$ cat config.mk
export PLATFORM = sky130hd
export DESIGN_NAME = mem_wb_stage_flat
export DESIGN_NICKNAME = d
export VERILOG_FILES = /design/src/rtl/mem_wb_if.sv /design/src/rtl/mem_wb_stage.sv /design/src/flat_wrapper.sv
export SDC_FILE = /design/constraint.sdc
export NUM_CORES = 1
export LEC_CHECK = 0
export ABC_AREA = 1
export BUFFER_PORTS_ARGS = -buffer_cell sky130_fd_sc_hd__buf_4
export CORE_MARGIN = 3
export CORE_UTILIZATION = 47
export DETAILED_ROUTE_END_ITERATION = 12
export GPL_TIMING_DRIVEN = 0
export PLACE_DENSITY_LB_ADDON = 0.25
export SYNTH_ARGS = -nofsm -noshare
export SYNTH_HDL_FRONTEND = slang
export SYNTH_SLANG_ARGS = --single-unit
export TNS_END_PERCENT = 50
$ cat constraint.sdc
create_clock -name clk -period 1.57 [get_ports clk]
set_input_delay 0.0785 -clock clk [delete_from_list [all_inputs] [get_ports clk]]
set_output_delay 0.0785 -clock clk [all_outputs]
set_load 0.01 [all_outputs]
$ cat src/rtl/mem_wb_if.sv
// ============================================================================
// Module      : mem_wb_if
// Description : Bundles the MEM/WB stage's EX/MEM inputs, data-memory port,
//               register-file write port and status signals.
// Revision    : 1.0 - initial release
// ============================================================================
`default_nettype none

interface mem_wb_if;
  // EX/MEM pipeline inputs
  logic        mem_r_en;
  logic        mem_w_en;
  logic        wb_en;
  logic [3:0]  dest;
  logic [31:0] alu_result;
  logic [31:0] val_rm;
  // Upstream hold
  logic        freeze;
  // Data-memory port
  logic        mem_req;
  logic        mem_we;
  logic [31:0] mem_addr;
  logic [31:0] mem_wdata;
  logic [31:0] mem_rdata;
  logic        mem_ack;
  // Register-file write port and status
  logic        writeBackEn;
  logic [3:0]  Dest_wb;
  logic [31:0] Result_WB;
  logic        addr_err;

  // Environment side: pipeline and memory model
  modport master (
    output mem_r_en, mem_w_en, wb_en, dest, alu_result, val_rm,
    output mem_rdata, mem_ack,
    input  freeze, mem_req, mem_we, mem_addr, mem_wdata,
    input  writeBackEn, Dest_wb, Result_WB, addr_err
  );

  // Stage side
  modport slave (
    input  mem_r_en, mem_w_en, wb_en, dest, alu_result, val_rm,
    input  mem_rdata, mem_ack,
    output freeze, mem_req, mem_we, mem_addr, mem_wdata,
    output writeBackEn, Dest_wb, Result_WB, addr_err
  );
endinterface

`default_nettype wire

$ cat src/rtl/mem_wb_stage.sv
// ============================================================================
// Module      : mem_wb_stage
// Description : Combined MEM/WB pipeline stage. Issues load/store requests to
//               a handshaked data memory, freezes upstream while an access is
//               outstanding, aborts on timeout, and drives the register-file
//               write port.
// Revision    : 1.0 - initial release
// ============================================================================
`default_nettype none

module mem_wb_stage #(
  parameter logic [31:0] BASE_ADDR = 32'd1024,
  parameter logic [7:0]  TIMEOUT   = 8'd255
) (
  input  wire logic clk,
  input  wire logic rst,
  mem_wb_if.slave   bus
);

  typedef enum logic [1:0] {
    S_IDLE = 2'd0,
    S_BUSY = 2'd1,
    S_DONE = 2'd2
  } state_t;

  localparam logic [31:0] ABORT_DATA = 32'hDEAD_BEEF;

  state_t      state_q;
  logic [7:0]  timer_q;
  logic        mem_req_q;
  logic        mem_we_q;
  logic [31:0] mem_addr_q;
  logic [31:0] mem_wdata_q;
  logic [31:0] load_data_q;
  logic        addr_err_q;

  logic        wb_en_q;
  logic [3:0]  dest_q;
  logic [31:0] result_q;

  logic        mem_op;
  logic        in_range;
  logic        freeze;
  logic        is_load;
  logic [31:0] mem_addr_d;
  logic [7:0]  timer_d;
  logic [31:0] result_d;

  assign mem_op   = bus.mem_r_en | bus.mem_w_en;
  assign in_range = (bus.alu_result >= BASE_ADDR);
  // A store wins when both enables are set, so only a pure load returns data.
  assign is_load  = bus.mem_r_en & ~bus.mem_w_en;
  // Word index: byte-offset bits of the address are dropped before rebasing.
  assign mem_addr_d = {2'b00, bus.alu_result[31:2] - BASE_ADDR[31:2]};
  assign timer_d    = timer_q + 8'd1;
  assign result_d   = is_load ? load_data_q : bus.alu_result;

  // Hold upstream from the moment a memory op is seen until the access ends;
  // forced low during reset so the pipeline is not stalled by stale inputs.
  assign freeze = rst & (((state_q == S_IDLE) & mem_op) | (state_q == S_BUSY));

  // Access sequencer: issues the request, waits for ack or timeout, then
  // spends one DONE cycle so the write-back register can capture the result.
  always_ff @(posedge clk or negedge rst) begin
    if (!rst) begin
      state_q     <= S_IDLE;
      timer_q     <= 8'd0;
      mem_req_q   <= 1'b0;
      mem_we_q    <= 1'b0;
      mem_addr_q  <= 32'd0;
      mem_wdata_q <= 32'd0;
      load_data_q <= 32'd0;
      addr_err_q  <= 1'b0;
    end else begin
      case (state_q)
        S_IDLE: begin
          if (mem_op) begin
            if (in_range) begin
              state_q     <= S_BUSY;
              timer_q     <= 8'd0;
              mem_req_q   <= 1'b1;
              mem_we_q    <= bus.mem_w_en;
              mem_addr_q  <= mem_addr_d;
              mem_wdata_q <= bus.val_rm;
            end else begin
              // Below the memory window: no access, flag it, load reads as 0.
              state_q     <= S_DONE;
              addr_err_q  <= 1'b1;
              load_data_q <= 32'd0;
            end
          end
        end
        S_BUSY: begin
          if (bus.mem_ack) begin
            state_q     <= S_DONE;
            mem_req_q   <= 1'b0;
            mem_we_q    <= 1'b0;
            load_data_q <= bus.mem_rdata;
          end else if (timer_d == TIMEOUT) begin
            state_q     <= S_DONE;
            mem_req_q   <= 1'b0;
            mem_we_q    <= 1'b0;
            load_data_q <= ABORT_DATA;
            addr_err_q  <= 1'b1;
            timer_q     <= timer_d;
          end else begin
            timer_q <= timer_d;
          end
        end
        S_DONE: begin
          state_q <= S_IDLE;
        end
        default: begin
          state_q <= S_IDLE;
        end
      endcase
    end
  end

  // Write-back register: advance when not frozen, otherwise insert a bubble
  // and keep the previous destination/result visible.
  always_ff @(posedge clk or negedge rst) begin
    if (!rst) begin
      wb_en_q  <= 1'b0;
      dest_q   <= 4'd0;
      result_q <= 32'd0;
    end else if (!freeze) begin
      wb_en_q  <= bus.wb_en;
      dest_q   <= bus.dest;
      result_q <= result_d;
    end else begin
      wb_en_q  <= 1'b0;
    end
  end

  assign bus.freeze      = freeze;
  assign bus.mem_req     = mem_req_q;
  assign bus.mem_we      = mem_we_q;
  assign bus.mem_addr    = mem_addr_q;
  assign bus.mem_wdata   = mem_wdata_q;
  assign bus.writeBackEn = wb_en_q;
  assign bus.Dest_wb     = dest_q;
  assign bus.Result_WB   = result_q;
  assign bus.addr_err    = addr_err_q;

endmodule

`default_nettype wire

$ cat src/flat_wrapper.sv
// flat-port wrapper written by rule: the top's interface ports become plain ports
module mem_wb_stage_flat 
#(
  parameter logic [31:0] BASE_ADDR = 32'd1024,
  parameter logic [7:0]  TIMEOUT   = 8'd255
)
  (clk, rst, bus_mem_r_en, bus_mem_w_en, bus_wb_en, bus_dest, bus_alu_result, bus_val_rm, bus_mem_rdata, bus_mem_ack, bus_freeze, bus_mem_req, bus_mem_we, bus_mem_addr, bus_mem_wdata, bus_writeBackEn, bus_Dest_wb, bus_Result_WB, bus_addr_err);
  mem_wb_if bus_i ();
  input  wire logic clk;
  input  wire logic rst;
  input wire logic [$bits(bus_i.mem_r_en)-1:0] bus_mem_r_en;
  input wire logic [$bits(bus_i.mem_w_en)-1:0] bus_mem_w_en;
  input wire logic [$bits(bus_i.wb_en)-1:0] bus_wb_en;
  input wire logic [$bits(bus_i.dest)-1:0] bus_dest;
  input wire logic [$bits(bus_i.alu_result)-1:0] bus_alu_result;
  input wire logic [$bits(bus_i.val_rm)-1:0] bus_val_rm;
  input wire logic [$bits(bus_i.mem_rdata)-1:0] bus_mem_rdata;
  input wire logic [$bits(bus_i.mem_ack)-1:0] bus_mem_ack;
  output wire logic [$bits(bus_i.freeze)-1:0] bus_freeze;
  output wire logic [$bits(bus_i.mem_req)-1:0] bus_mem_req;
  output wire logic [$bits(bus_i.mem_we)-1:0] bus_mem_we;
  output wire logic [$bits(bus_i.mem_addr)-1:0] bus_mem_addr;
  output wire logic [$bits(bus_i.mem_wdata)-1:0] bus_mem_wdata;
  output wire logic [$bits(bus_i.writeBackEn)-1:0] bus_writeBackEn;
  output wire logic [$bits(bus_i.Dest_wb)-1:0] bus_Dest_wb;
  output wire logic [$bits(bus_i.Result_WB)-1:0] bus_Result_WB;
  output wire logic [$bits(bus_i.addr_err)-1:0] bus_addr_err;
  assign bus_i.mem_r_en = bus_mem_r_en;
  assign bus_i.mem_w_en = bus_mem_w_en;
  assign bus_i.wb_en = bus_wb_en;
  assign bus_i.dest = bus_dest;
  assign bus_i.alu_result = bus_alu_result;
  assign bus_i.val_rm = bus_val_rm;
  assign bus_i.mem_rdata = bus_mem_rdata;
  assign bus_i.mem_ack = bus_mem_ack;
  assign bus_freeze = bus_i.freeze;
  assign bus_mem_req = bus_i.mem_req;
  assign bus_mem_we = bus_i.mem_we;
  assign bus_mem_addr = bus_i.mem_addr;
  assign bus_mem_wdata = bus_i.mem_wdata;
  assign bus_writeBackEn = bus_i.writeBackEn;
  assign bus_Dest_wb = bus_i.Dest_wb;
  assign bus_Result_WB = bus_i.Result_WB;
  assign bus_addr_err = bus_i.addr_err;
  mem_wb_stage #(.BASE_ADDR(BASE_ADDR), .TIMEOUT(TIMEOUT)) u_core (.clk(clk), .rst(rst), .bus(bus_i));
endmodule
==> flow_summary.ini, run 1 <==
[cells_and_area]
final_nets = 1293
fill_cells = 1026
drive_gt1_frac = 0.285
final_cell_mix = 326 x nand2_1, 230 x buf_4, 140 x dfrtp_1
final_common_cell = nand2_1
area_growth_syn_to_layout_pct = 51.0
diodes = 0

[sta]
clock_skew_ns = 0.00758
min_period_ns = 1.80
drv_slew = 0
setup_ws_ns = -0.233
final-setup-viol-count = 36
timing.fmax_mhz = 555
fin_crit_sh = 1.15
rsz0062_at_grt = yes
hold_violations = 102
finalHoldWorstSlack_ns = -0.414

[worst_setup_path]
reg2reg_from = u_core.timer_q[1]
crit_start = u_core.timer_q[1]
cp.required_ns = 1.88
startpoint_type = flip-flop
path_class = reg -> reg
critPathMaxFanout = 10
critPathArrivalTime_ns = 2.12
end_kind = flip-flop

[global_routing]
grt_pass1_vias = 6834
use_met3 = 0.0754
grt_use_total = 0.276
grt_util_met2 = 0.472
grt_remaining_overflow = 0
grt_pass1_wl_mm = 34.9
grt_use_met1 = 0.338
top_usage_layer = met2
antenna_found_initial = 0
grt_max_degree = 85

[yosys]
synth-seq-cells = 144
ys_types = 29
netlist_area_um2 = 6830
netlist_instances = 860
postSynthAreaPerCell_um2 = 7.94
synth-seq-area-share = 0.527
ys_warn_count = 0

[power_and_ir_drop]
total_power_w = 0.0180
leakagePower_nw = 5.31
powerDensity_nw_per_um2 = 1740
peakVddDrop_mv = 0.959

[flow_run]
cap_violations = 0

[placed_design]
hpwl_mm = 15.0
port_buffers = 208
gp_congestion = 0.938

[clocking]
postCtsHoldBufs = 73
cts_tree = built
insertion_delay_ns = 0.42
cts-root-buf = clkbuf_16
cts.clk_slew.worst_paths_ns = 0.06
cts_sinks = 144
cts_max_path_buffers = 2
cts_buffers = 17
htree_levels = 4

[route]
drc_errors = 0
wl_mm = 22.3
vias = 6977
post_drt_via_cell_ratio = 5.07
routedWlPerCell_um = 16.2
dr.pass1.iters = 5
dr.first_iter.drc_count = 452
ant_nets = 0

[outcome]
violations = hold timing, setup timing
status = finished, violations left

[floorplanning]
die_h_um = 127
num_rows = 43
die_w_um = 127
initial_core_util = 0.487
core_area_um2 = 14000
io_pins = 211
dieArea_um2 = 16000

[min_path]
hold_class = in -> async
## where the power goes
group          switching [W]  internal [W]  total (W)
logic                0.00427       0.00342    0.00769
clock network        0.00165       0.00251    0.00417
registers           0.000927       0.00521    0.00613
total                0.00685        0.0111     0.0180
## logic make-up (layout without fill, tap and decap cells)
logic type / Yosys count / after routing / synth area share
adder cells (fa/ha/maj): 4 / 4 / 0.00733
XOR/XNOR: 17 / 17 / 0.0218
other: 1 / 2 / 0.000549
flip-flops: 144 / 144 / 0.527
AO/OA/AOI/OAI: 70 / 70 / 0.0553
buffers and inverters: 83 / 418 / 0.0601
AND/OR/NAND/NOR: 541 / 541 / 0.327
## registers in the layout (all words and copies together) (netlist names)
register,flops
u_core.state_q,2
u_core.bus.Result_WB,32
u_core.bus.mem_we,1
u_core.bus.Dest_wb,4
u_core.timer_q,8
u_core.bus.writeBackEn,1
u_core.bus.addr_err,1
u_core.bus.mem_req,1
u_core.load_data_q,32
u_core.bus.mem_wdata,32
u_core.bus.mem_addr,30
## path summary, 6_finish.rpt
kind	endpoint	slack [ns]	cells past startpoint
setup / recovery	u_core.load_data_q[15]	-0.23	14
setup reg to reg	u_core.load_data_q[15]	-0.23	14
hold reg to reg	u_core.bus.mem_wdata[10]	0.47	2
min in group clk	u_core.bus.mem_addr[18]	0.01	3
max in group asynchronous	u_core.bus.mem_wdata[16]	1.34	2
hold / removal	u_core.bus.mem_wdata[18]	-0.41	1
## stage by stage
| step | area (um^2) | util | TNS [ns] | worst slack (ns) | std cells |
|---|---|---|---|---|---|
| CTS | 10100 | 0.723 | -6.58 | -0.205 | 1364 |
| detailed placement | 8660 | 0.617 | -40.00 | -0.456 | 1250 |
| global placement | 8630 | 0.614 | -95.26 | -1.15 | 1249 |
| global route | 10300 | 0.735 | -12.90 | -0.392 | 1376 |
| floorplan | 6840 | - | -3.46 | -0.119 | 861 |
| finish | 10300 | 0.735 | -7.67 | -0.233 | 1376 |
## final cells by class
class	instances	area [um^2]	area share
Buffer	43	269	0.0261
Clock buffer	17	425	0.0412
Clock inverter	15	184	0.0178
Inverter	38	148	0.0143
Multi-Input combinational cell	634	2930	0.284
Sequential cell	144	3610	0.350
Tap cell	180	225	0.0218
Timing Repair Buffer	305	2530	0.245
## critical path: stages, from the launching register on
cell and delay, ns:
dfrtp_2 0.43, ha_4 0.18, nand2_2 0.06, inv_2 0.05
nand2_2 0.07, nand2_2 0.06, nor2_1 0.08, nand2_1 0.07
nor2_2 0.11, nand2_2 0.07, nand2_4 0.10, nand3_4 0.12
buf_6 0.17, nand2_1 0.06, nand2_1 0.05
## timing repair
action	4_1_cts	5_1_grt
gates cloned	1	1
resized for setup	24	23
pin swaps	7	7
buffers inserted	10	11
setup endpoints to repair	62	119
endpoints found under the hold margin	146	61
## Yosys cell counts (all sizes together)
cell / number / area [um^2]
xor2: 14 / 123
nor2: 122 / 495
a31oi: 20 / 125
o21ai: 49 / 245
inv: 37 / 141
dfrtp: 144 / 3600
nand4: 31 / 194
nor3: 3 / 15.0
xnor2: 3 / 26.3
nand2: 346 / 1320
conb: 1 / 3.75
o21bai: 1 / 7.51
buf: 29 / 205
and2: 1 / 6.26
nand3: 38 / 208
clkinv: 1 / 3.75
ha: 4 / 50.1
clkbuf: 16 / 60.1
## layer usage
metal / up-vias / part of all wire
met4: 0 / 0.023
met3: 42 / 0.075
li1: 3393 / -
met2: 270 / 0.50
met5: - / 0
met1: 3272 / 0.40
No activity file was read; power rests on OpenSTA's default activity.
==> inputs of run 2 (changes only) <==
--- a/config.mk
+++ b/config.mk
@@ -8,7 +8,7 @@
 export ABC_AREA = 1
 export BUFFER_PORTS_ARGS = -buffer_cell sky130_fd_sc_hd__buf_4
 export CORE_MARGIN = 3
-export CORE_UTILIZATION = 47
+export CORE_UTILIZATION = 50
 export DETAILED_ROUTE_END_ITERATION = 12
 export GPL_TIMING_DRIVEN = 0
 export PLACE_DENSITY_LB_ADDON = 0.25
==> constraint.sdc (replaced) <==
create_clock -name clk -period 2.12 [get_ports clk]
set_input_delay 0.106 -clock clk [delete_from_list [all_inputs] [get_ports clk]]
set_output_delay 0.106 -clock clk [all_outputs]
set_load 0.005 [all_outputs]
==> run 2 against run 1 <==
The run now ends clean. Utilization grew 1.5 points. Worst setup slack better by 0.32 ns. Die area is 5.7% lower. Sequential power shrank 27%. Largest power group unchanged. Highest routed layer unchanged. Sequential share of layout area is 1.2 points higher.
==> flow_summary.ini, run 2 (same netlist as run 1, synthesis figures left out) <==
[outcome]
status = finished, final reports clean

[worst_setup_path]
path_class = in -> reg
critPathMaxFanout = 10
r2r_cells = 9
reg2reg_setup_slack_ns = 0.19
startpoint_type = input port
end_kind = flip-flop
rr_endpoint = u_core.timer_q[6]
reg2reg_from = u_core.state_q[1]
cp.required_ns = 2.42
critPathArrivalTime_ns = 2.34

[sta]
final-setup-viol-count = 0
timing.fmax_mhz = 491
rsz0062_at_grt = no
setup_ws_ns = 0.0836
clock_skew_ns = 0.00548
hold_violations = 0
drv_slew = 0
fin_crit_sh = 0.961
min_period_ns = 2.04
finalHoldWorstSlack_ns = 0.0202

[cells_and_area]
final_cell_mix = 342 x nand2_1, 213 x buf_4, 143 x dfrtp_1
area_growth_syn_to_layout_pct = 45.9
final_common_cell = nand2_1
drive_gt1_frac = 0.250
diodes = 0
final_nets = 1269
final_util = 0.750
instances_no_fill = 1348

[power_and_ir_drop]
peakVddDrop_mv = 0.653
leakagePower_nw = 5.16
powerDensity_nw_per_um2 = 1240

[route]
ant_nets = 0
met1_length_mm = 8.69
dr.pass1.iters = 5
top_layer_used = met4
vias = 6807
drc_errors = 0
wl_mm = 21.4
route.met3.wl_mm = 1.48
dr.first_iter.drc_count = 603
wl_met2_mm = 10.7
post_drt_via_cell_ratio = 5.05
routedWlPerCell_um = 15.9

[clocking]
insertion_delay_ns = 0.42
cts-root-buf = clkbuf_16
htree_levels = 4
cts_sinks = 144
cts_max_path_buffers = 2
cts_buffers = 17
cts.clk_slew.worst_paths_ns = 0.06
cts_tree = built

[placed_design]
pre_cts_slack_ns = 0.130
hpwl_mm = 14.8
gp_congestion = 0.935
port_buffers = 208
place_inst = 1246

[min_path]
hp-start = bus_alu_result[21]
min_to = u_core.bus.Result_WB[21]
hold_class = in -> reg
hold_depth = 3

[global_routing]
antenna_found_initial = 0
grt_remaining_overflow = 0
grt_use_total = 0.282
grt_pass1_vias = 6650
grt_pass1_wl_mm = 32.8
grt_max_degree = 102

[floorplanning]
die_w_um = 123
num_rows = 42
dieArea_um2 = 15100
core_area_um2 = 13300
io_pins = 211
initial_core_util = 0.514
die_h_um = 123

[flow_run]
cap_violations = 0
## run 2: repair_timing
item / in CTS / in global routing
hold endpoints to repair: 117 / 0
hold buffers: 67 / 0
resized for setup: 0 / 5
buffers inserted: 0 / 2
endpoints found under the setup margin: 0 / 68
## run 2: critical path, stage by stage
cell and delay, ns:
dlygate4sd3_1 0.56, buf_4 0.15, inv_1 0.09, ha_1 0.25, inv_1 0.12, nor2_4 0.19, nand4_1 0.24, nand2_1 0.20
inv_1 0.10, buf_2 0.19, nand2_1 0.07, o21ai_1 0.06
## run 2: worst max-delay path by stage
| stage | from | endpoint | slack (ns) |
|---|---|---|---|
| after floorplan | u_core.timer_q[1] | u_core.load_data_q[3] | 0.39 |
| after global routing | u_core.timer_q[1] | u_core.load_data_q[17] | 0.0005 |
| after detailed placement | rst | u_core.bus.Result_WB[28] | 0.13 |
| after global placement | rst | u_core.bus.Result_WB[12] | -0.61 |
| after CTS | rst | bus_freeze | 0.03 |
| final | bus_alu_result[10] | u_core.timer_q[6] | 0.08 |
## run 2: layer usage
| metal | track usage | up-vias |
|---|---|---|
| li1 | - | 3333 |
| met1 | 0.336 | 3167 |
| met5 | 0 | - |
| met3 | 0.0631 | 44 |
| met4 | 0.122 | 0 |
| met2 | 0.490 | 263 |
## run 2: where the power goes
part	switching (W)	internal (W)
Combinational	0.00268	0.00225
Sequential	0.000648	0.00385
Clock	0.00118	0.00177
Total	0.00451	0.00787
## run 2: per-stage QoR
stage / instance area (um^2) / setup TNS [ns] / power [W]
after floorplan: 6840 / 0 / 0.00687
after CTS: 9910 / 0 / 0.0123
after detailed placement: 8650 / 0 / 0.00924
after global routing: 9970 / 0 / 0.0132
after global placement: 8620 / -18.83 / 0.00908
final: 9970 / 0 / 0.0124
## run 2: final cells by class
class,count,area (um^2)
fill,983,3330
timing repair buffer,279,2310
clock inverter,12,135
clock buffer,20,447
multi-input combinational,634,2830
inverter,38,145
tap,176,220
sequential,144,3600
buffer,45,269
